File: src/rtl/store_drain_unit.sv
// Store drain unit: writes the store-buffer head into the data cache, handles
// misses with a line-fill request, and yields the cache port to loads.
module store_drain_unit #(
    parameter int unsigned WORD_SIZE        = 32,
    parameter int unsigned WIDTH            = 32,
    parameter int unsigned SIZE_WRITE_WIDTH = 2,
    parameter int unsigned LINE_BYTES       = 16,
    parameter int unsigned CNT_WIDTH        = 32,
    parameter logic [SIZE_WRITE_WIDTH-1:0] FULL_WORD_SIZE = SIZE_WRITE_WIDTH'(2)
) (
    input  logic                        clk,
    input  logic                        rst,
    input  logic                        sb_wenable,
    input  logic [WIDTH-1:0]            sb_addr,
    input  logic [WORD_SIZE-1:0]        sb_value,
    input  logic [SIZE_WRITE_WIDTH-1:0] sb_size,
    output logic                        store_success,
    input  logic                        load_active,
    input  logic                        cache_hit,
    output logic [WIDTH-1:0]            dc_addr,
    output logic [WORD_SIZE-1:0]        dc_wdata,
    output logic [3:0]                  dc_byte_mask,
    output logic                        dc_wenable,
    output logic                        mem_req,
    output logic [WIDTH-1:0]            mem_addr,
    input  logic                        mem_ack,
    output logic                        align_error,
    output logic                        busy,
    output logic [CNT_WIDTH-1:0]        miss_count
);

    localparam logic [WIDTH-1:0] LINE_MASK = ~WIDTH'(LINE_BYTES - 1);

    typedef enum logic [1:0] {
        IDLE      = 2'd0,
        LOOKUP    = 2'd1,
        MISS_REQ  = 2'd2,
        MISS_WAIT = 2'd3
    } state_t;

    state_t           state;
    logic [WIDTH-1:0] addr_q;
    logic             succ_q;

    logic accept_c;
    logic is_word_c;
    logic misaligned_c;
    logic drop_c;
    logic hit_c;

    // The cache hit and the misaligned drop must answer in the cycle they are
    // observed, so the write strobe and the retire pulse are decoded from state.
    assign accept_c     = (state == IDLE) && sb_wenable && !load_active;
    assign is_word_c    = (sb_size == FULL_WORD_SIZE);
    assign misaligned_c = is_word_c && (sb_addr[1:0] != 2'b00);
    // A drop right after a retire would give back-to-back store_success pulses.
    assign drop_c       = accept_c && misaligned_c && !succ_q;
    assign hit_c        = (state == LOOKUP) && !load_active && cache_hit;

    assign dc_wenable    = hit_c;
    assign store_success = hit_c || drop_c;
    assign align_error   = drop_c;

    always_ff @(posedge clk) begin
        if (rst) begin
            state        <= IDLE;
            addr_q       <= '0;
            succ_q       <= 1'b0;
            dc_addr      <= '0;
            dc_wdata     <= '0;
            dc_byte_mask <= '0;
            mem_req      <= 1'b0;
            mem_addr     <= '0;
            busy         <= 1'b0;
            miss_count   <= '0;
        end else begin
            succ_q <= store_success;
            case (state)
                IDLE: begin
                    if (accept_c && !misaligned_c) begin
                        addr_q  <= sb_addr;
                        dc_addr <= {sb_addr[WIDTH-1:2], 2'b00};
                        if (is_word_c) begin
                            dc_byte_mask <= 4'b1111;
                            dc_wdata     <= sb_value;
                        end else begin
                            dc_byte_mask <= 4'(4'b0001 << sb_addr[1:0]);
                            dc_wdata     <= WORD_SIZE'({4{sb_value[7:0]}});
                        end
                        state <= LOOKUP;
                        busy  <= 1'b1;
                    end
                end
                LOOKUP: begin
                    if (!load_active) begin
                        if (cache_hit) begin
                            state <= IDLE;
                            busy  <= 1'b0;
                        end else begin
                            if (miss_count != '1) begin
                                miss_count <= miss_count + CNT_WIDTH'(1);
                            end
                            mem_req  <= 1'b1;
                            mem_addr <= addr_q & LINE_MASK;
                            state    <= MISS_REQ;
                        end
                    end
                end
                MISS_REQ: begin
                    state <= MISS_WAIT;
                end
                MISS_WAIT: begin
                    // Retry the lookup after the fill; the tag is checked again.
                    if (mem_ack) begin
                        mem_req <= 1'b0;
                        state   <= LOOKUP;
                    end
                end
                default: begin
                    state <= IDLE;
                    busy  <= 1'b0;
                end
            endcase
        end
    end

endmodule

File: config.mk
export PLATFORM = sky130hd
export DESIGN_NAME = store_drain_unit
export DESIGN_NICKNAME = d
export VERILOG_FILES = /design/src/rtl/store_drain_unit.sv
export SDC_FILE = /design/constraint.sdc
export NUM_CORES = 1
export LEC_CHECK = 0
export CAP_MARGIN = 20
export CORE_AREA = 2 2 138 140
export DETAILED_ROUTE_END_ITERATION = 10
export DIE_AREA = 0 0 140 142
export SETUP_SLACK_MARGIN = 0.3
export SYNTH_ARGS = -nofsm -noshare
export SYNTH_HDL_FRONTEND = slang
export SYNTH_SLANG_ARGS = --single-unit
File: constraint.sdc
create_clock -name clk -period 2.6 [get_ports clk]
set_input_delay 0.78 -clock clk [delete_from_list [all_inputs] [get_ports clk]]
set_output_delay 0.78 -clock clk [all_outputs]
set_load 0.05 [all_outputs]
==> impl_results.md, run 1 <==
* Status: finished, violations left
* Failing checks: design-rule violations
* Tmin final at between 2000 and 2500 ps
* Power Density at roughly 650 mW/mm2
* Most frequent cells in the layout: 150 x nand2_1, 127 x dfxtp_1, 127 x dlygate4sd2_1, 99 x a21oi_1, 63 x clkdlybuf4s50_1
* Max-cap viol count at 0
* Total global-route track usage at between 15 and 20%
* Peak Freq at between 400 and 500 MHz
* ANT nets after route at 0
* First-pass GRT wire length at roughly 27000 um
* Routability cong. at a little under 0.8
* Clock skew at between 10 and 15 ps
* Final setup TNS at 0 ps
* Hold path depth at 2
* CP Data Required Time at about 1800 ps
* H-tree lvl count at 4
* YS warnings at 0
* R2R setup slack at roughly 400 ps
* Vias per Instance at 4.84
* Grt peak-use layer: met2
* Endpoint type of the worst setup path: output pin
* RSZ-0062 raised after global routing: yes
* Final wirelength at ~17000 um
* Reg2reg end: miss_count[30]$_SDFFE_PP0P_
* CP max FO at 4
* # diodes at 0
* Overflow after GRT at 0
* Dpl cell area at between 0.007 and 0.008 mm2
* Design Area, Final at around 0.0084 mm2
* Final Hold Viols at 0
* Mapped Cells at 675
* Max Buffers Root-to-Sink at 2
* Critical Path Source Type: register
* EDFF count, synth at 0
* Min-delay worst type: register to register
* Synthesized area at 0.00540 mm2
* Post-synth cell types at 42
* I/O Buffers at ~200
* Post-synthesis register bit count at between 100 and 150
* Vias in the first global route at 5224
* Most common cell after layout, fill and taps aside: nand2_1
* Worst Max-Slew Pin Slew at roughly 650 ps
* CTS Sinks at between 100 and 150
* Die width at between 100 and 150 um
* # rows at 50
* Cell Count, Final, Fillers Out at around 1100
* P&R area growth vs syn at 56.4%
* Routing usage on met2 at 27.8%
* Share of layout cells above drive strength 1 at between 10% and 20%
* Initial core utilization at 29.2%
* Initial antenna violation count at 0
* LEAKAGE at around 3.5 nW
* Worst-case reg-to-reg path depth at 8
* Die ar. at roughly 0.020 mm2
* Setup-failing EPs final at 0
* Routing usage on met1 at 20.0%
* Num CTS Buffers at 17
* Hold endpoint: mem_addr[20]$_SDFFE_PP0P_
* Routed via count at between 5000 and 6000
* CTS tree: done
* Post-route DRC at 12
* Hold Path Origin: mem_addr[20]$_SDFFE_PP0P_
* Final net count at slightly below 1000
* Worst path arrival time at between 1500 and 2000 ps
* Clock-pin slew on the worst setup and hold paths at ~60 ps
* Fin crit share at between 90% and 100%
* Die Y at 142 um
* Sequential area share after synthesis at a little under 50%
* Root buffer cell: clkbuf_16
* Core Box Area at 0.0185 mm2
* Drt wl/cell at 15.0 um
* # IOs at around 210
* Cells after DPL at roughly 1100
* DRT Pass-1 Iters at 9
* Asr flop ratio synth at 0%
* Primary FF master, synth: dfxtp_1
* Max Transition Viols Final at 0
* Max-slew headroom at a little under three fifths
* Syn_area_per_cell at 8.00 um2
* Kind of critical path: register to output pin
* M3 GR Usage at under 10%
* VDD IR max at between 0.0004 and 0.0005 V
* Largest net degree at the start of global routing at 73
* Starting DRC count in detailed routing at 241
* RR Startpoint: state[1]$_SDFFE_PP0P_
* Clk_lat worst skew at approximately 420 ps
* Hpwl dp at roughly 12000 um
==> worst max-delay path, stage by stage (launching register included) <==
cell and delay [ps]:
dfxtp_4 370, inv_4 70, ha_4 120, nand3b_1 130, nor4_4 180, nand2b_4 190
buf_12 130
==> power by group <==
part | internal (mW) | switching [mW]
registers | 2.10 | 0.0601
logic | 0.392 | 0.660
clock network | 1.27 | 1.03
total | 3.76 | 1.75
==> layout make-up <==
type	count	area, um2
flip-flops and latches	131	2630
multi-input cells	492	2650
fillers	1888	10000
inverters	6	27.5
clock inverters	15	136
clock buffers	17	425
repair buffers	247	2280
well taps	234	293
==> worst max-delay path by stage <==
stage          slack (ps)  cells past startpoint             to                  start
6_report              210                      6  store_success  state[0]$_SDFFE_PP0P_
3_5_place_dp         -370                      5  store_success            load_active
3_3_place_gp         -340                      5  store_success            load_active
5_1_grt               110                      6  store_success  state[0]$_SDFFE_PP0P_
2_1_floorplan        -300                      3  store_success            load_active
4_1_cts               180                      6  store_success  state[0]$_SDFFE_PP0P_
==> per-layer routing <==
metal	up-vias	part of all wire (%)
met2	165	47
met1	2565	43
li1	2781	-
met4	0	1.6
met3	17	8.3
met5	-	0
==> stage by stage <==
step                      util [%]  hold slack, ps  power (mW)  setup WS (ps)
after CTS                     45.6             452        5.58            183
after global routing          45.7             470        5.76            111
after floorplan                  -             465        2.82           -296
after global placement        42.8             442        3.26           -342
after detailed placement      42.8             446        3.26           -371
final                         45.7             450        5.51            210
==> logic make-up (layout without fill, tap and decap cells) <==
group,after synthesis,count (layout),synth area share (%)
adders and majority gates,6,6,1.39
AOI/OAI and AO/OA,157,157,16.5
DFF,131,131,48.6
and+or+nand+nor,315,315,27.5
muxes,3,3,0.626
xor gates and xnor gates,5,5,0.811
other,1,6,0.0695
buffers and inverters,57,285,4.47
==> flip-flops by register name, summed over array words and instances (netlist names) <==
name and flops:
miss_count 32, dc_wdata 32, state 2, busy 1
addr_q 30, mem_addr 28, mem_req 1, succ_q 1
dc_byte_mask 4
==> synthesized netlist by cell type, drive strengths merged, types with 4 or more instances <==
master,count,area share (%)
nand2b,4,0.46
or3,15,1.7
a211oi,25,3.5
buf,11,1.3
nand2,151,11
nand3,12,1.2
nor2,45,3.1
and3,5,0.58
nor2b,6,0.70
dfxtp,131,49
ha,6,1.4
o21ai,17,1.6
nor3,28,2.6
inv,6,0.42
a21oi,99,9.2
and2,8,0.93
clkbuf,40,2.8
and4,5,0.81
nand4,14,1.6
o31ai,10,1.4
or4,12,1.7
==> repair_timing <==
action / CTS / global route
endpoints found under the setup margin: 140 / 6
hold buffers: 0 / 0
endpoints found under the hold margin: 0 / 0
pin swaps: 5 / 2
setup buffers: 8 / 4
cloned: 0 / 0
gates resized for setup: 170 / 3
Note: power is estimated with default switching activity, not from simulation.
==> run 2, diff against run 1 <==
--- a/config.mk
+++ b/config.mk
@@ -6,9 +6,10 @@
 export NUM_CORES = 1
 export LEC_CHECK = 0
 export CAP_MARGIN = 20
-export CORE_AREA = 2 2 138 140
+export CORE_AREA = 2 2 193 100
 export DETAILED_ROUTE_END_ITERATION = 10
-export DIE_AREA = 0 0 140 142
+export DIE_AREA = 0 0 195 102
+export PLACE_DENSITY = 0.58
 export SETUP_SLACK_MARGIN = 0.3
 export SYNTH_ARGS = -nofsm -noshare
 export SYNTH_HDL_FRONTEND = slang
==> run 2 against run 1 <==
  * The flow now finishes without violations
  * Hold slack worse by 0.54 ps
  * Combinational power up 7%
  * Die area about the same
  * Flip-flop and latch count unchanged
  * Routed wire length up 5.3%
  * Total power down 0.60%
  * Core utilization up 1.5 points
  * Critical endpoint unchanged
  * Critical path depth down 1
  * Highest routed layer unchanged
  * Largest power group unchanged
  * First-iteration DRC count down 17%
==> impl_results.md, run 2 (synthesized netlist as in run 1, its figures left out) <==
* First-pass GRT wire length at approximately 28000 um
* Clock skew at about 8.6 ps
* Max-cap viol count at 0
* Most frequent cells in the layout: 151 x nand2_1, 131 x dlygate4sd2_1, 127 x dfxtp_1, 96 x a21oi_1, 63 x clkdlybuf4s50_1
* Total global-route track usage at between 10% and 20%
* Most common cell after layout, fill and taps aside: nand2_1
* Hold Path Origin: dc_wdata[5]$_SDFFE_PP0P_
* Hpwl dp at approximately 12000 um
* Vias in the first global route at 5191
* # diodes at 0
* Max-slew headroom at between 60% and 70%
* Max Buffers Root-to-Sink at 2
* Die width at 195 um
* LEAKAGE at 3.58 nW
* Cts-stage hold buffer count at 0
* Post-route DRC at 0
* Worst Max-Slew Pin Slew at slightly below 600 ps
* Share of layout cells above drive strength 1 at between 10% and 20%
* Status: finished clean
* Die ar. at 0.0199 mm2
* I/O Buffers at between 200 and 250
* # IOs at roughly 210
* Overflow after GRT at 0
* Vias per Instance at approximately 4.8
* Root buffer cell: clkbuf_16
* Biggest regs: dc_wdata x32, miss_count x32, addr_q x30
* P&R area growth vs syn at 58.7%
* Net Sw Power at roughly 1.7 mW
* CP Data Required Time at around 1800 ps
* Max Transition Viols Final at 0
* Routability cong. at between 0.8 and 0.9
* Logic pwr share at around 20%
* Worst-case reg-to-reg path depth at 9
* Endpoint type of the worst setup path: output pin
* R2R setup slack at 330 ps
* Dpl cell area at ~0.0079 mm2
* RR Startpoint: state[0]$_SDFFE_PP0P_
* Initial antenna violation count at 0
* Sw frac at 30.9%
* Design Area, Final at ~0.0086 mm2
* Largest net degree at the start of global routing at 77
* DRT Pass-1 Iters at 4
* VDD IR max at around 0.00049 V
* Initial core utilization at between 20% and 30%
* Tmin final at about 2500 ps
* Setup-failing EPs final at 0
* Kind of critical path: primary input to output pin
* Final net count at just under 1000
* Critical Path Source Type: primary input
* CTS Sinks at between 100 and 150
* Final wirelength at 18000 um
* Clk_lat worst skew at around 410 ps
* # rows at 35
* Min-delay worst type: register to register
* H-tree lvl count at 4
* CP max FO at 2
* Final Hold Viols at 0
* Die Y at 102 um
* Fin util at a little under half
* Power Internal at approximately 3.8 mW
* ANT nets after route at 0
* Core Box Area at roughly 0.018 mm2
* Hold path depth at 2
* Worst path arrival time at 1720 ps
* Num CTS Buffers at 17
* Clock network power share at 40.2%
* Fillers at between 1500 and 2000
* Reg2reg end: miss_count[22]$_SDFFE_PP0P_
* CTS tree: done
* Starting DRC count in detailed routing at 201
* Final hold slack at between 400 and 500 ps
* Fin crit share at about 96%
* Reg power frac at 39.4%
* Drt wl/cell at 15.5 um
* Routed via count at between 5000 and 6000
* Power Density at approximately 640 mW/mm2
* Peak Freq at roughly 400 MHz
* RSZ-0062 raised after global routing: yes
* Hold endpoint: dc_wdata[5]$_SDFFE_PP0P_
* Clock-pin slew on the worst setup and hold paths at 60 ps
run 2: metrics by stage:
stage          setup TNS (ps)  setup WS, ps  power (mW)  std cells
2_1_floorplan            -296          -296        2.82        680
3_3_place_gp            -8030          -325        3.25       1108
3_5_place_dp            -9470          -333        3.26       1108
4_1_cts                     0          79.2        5.52       1159
5_1_grt                     0          30.1        5.71       1163
6_report                    0           104        5.48       1163
run 2: how the worst max path moves through the flow:
| stage | slack, ps | startpoint | endpoint | cells past startpoint |
|---|---|---|---|---|
| after floorplan | -300 | load_active | store_success | 3 |
| after global placement | -330 | load_active | store_success | 5 |
| after detailed placement | -330 | load_active | store_success | 5 |
| after CTS | 80 | state[0]$_SDFFE_PP0P_ | store_success | 6 |
| after global routing | 30 | state[0]$_SDFFE_PP0P_ | store_success | 6 |
| final | 100 | sb_size[0] | store_success | 5 |
run 2: area by class of cell:
type / count / area (um2) / area share [%]
Clock buffer: 18 / 439 / 5.13
Clock inverter: 14 / 105 / 1.23
Inverter: 6 / 27.5 / 0.321
Multi-Input combinational cell: 492 / 2680 / 31.3
Sequential cell: 131 / 2630 / 30.7
Tap cell: 240 / 300 / 3.51
Timing Repair Buffer: 262 / 2380 / 27.8
run 2: power groups by stage:
stage               registers, mW  clock network [mW]  logic, mW
CTS                          2.16                2.26       1.10
global route                 2.17                2.36       1.19
finish                       2.16                2.21       1.12
floorplan                    2.49                   0      0.330
global placement             2.20                   0       1.05
detailed placement           2.20                   0       1.06
run 2: worst max-delay path: stages:
cell	delay, ps
clkdlybuf4s15_1	180
nand2b_4	160
nor4_4	270
nand2b_4	190
buf_12	130
run 2: per-layer routing:
metal | part of all wire [%] | wire, um | GRT usage [%]
met5 | 0 | 0 | 0
met1 | 45 | 8140 | 22.2
met3 | 3.0 | 550 | 4.26
met2 | 51 | 9120 | 31.9
met4 | 1.3 | 229 | 5.87
run 2: repair_timing:
action	4_1_cts	5_1_grt
pin swaps	5	11
setup buffers	19	4
resized for setup	161	13
endpoints found under the setup margin	178	12
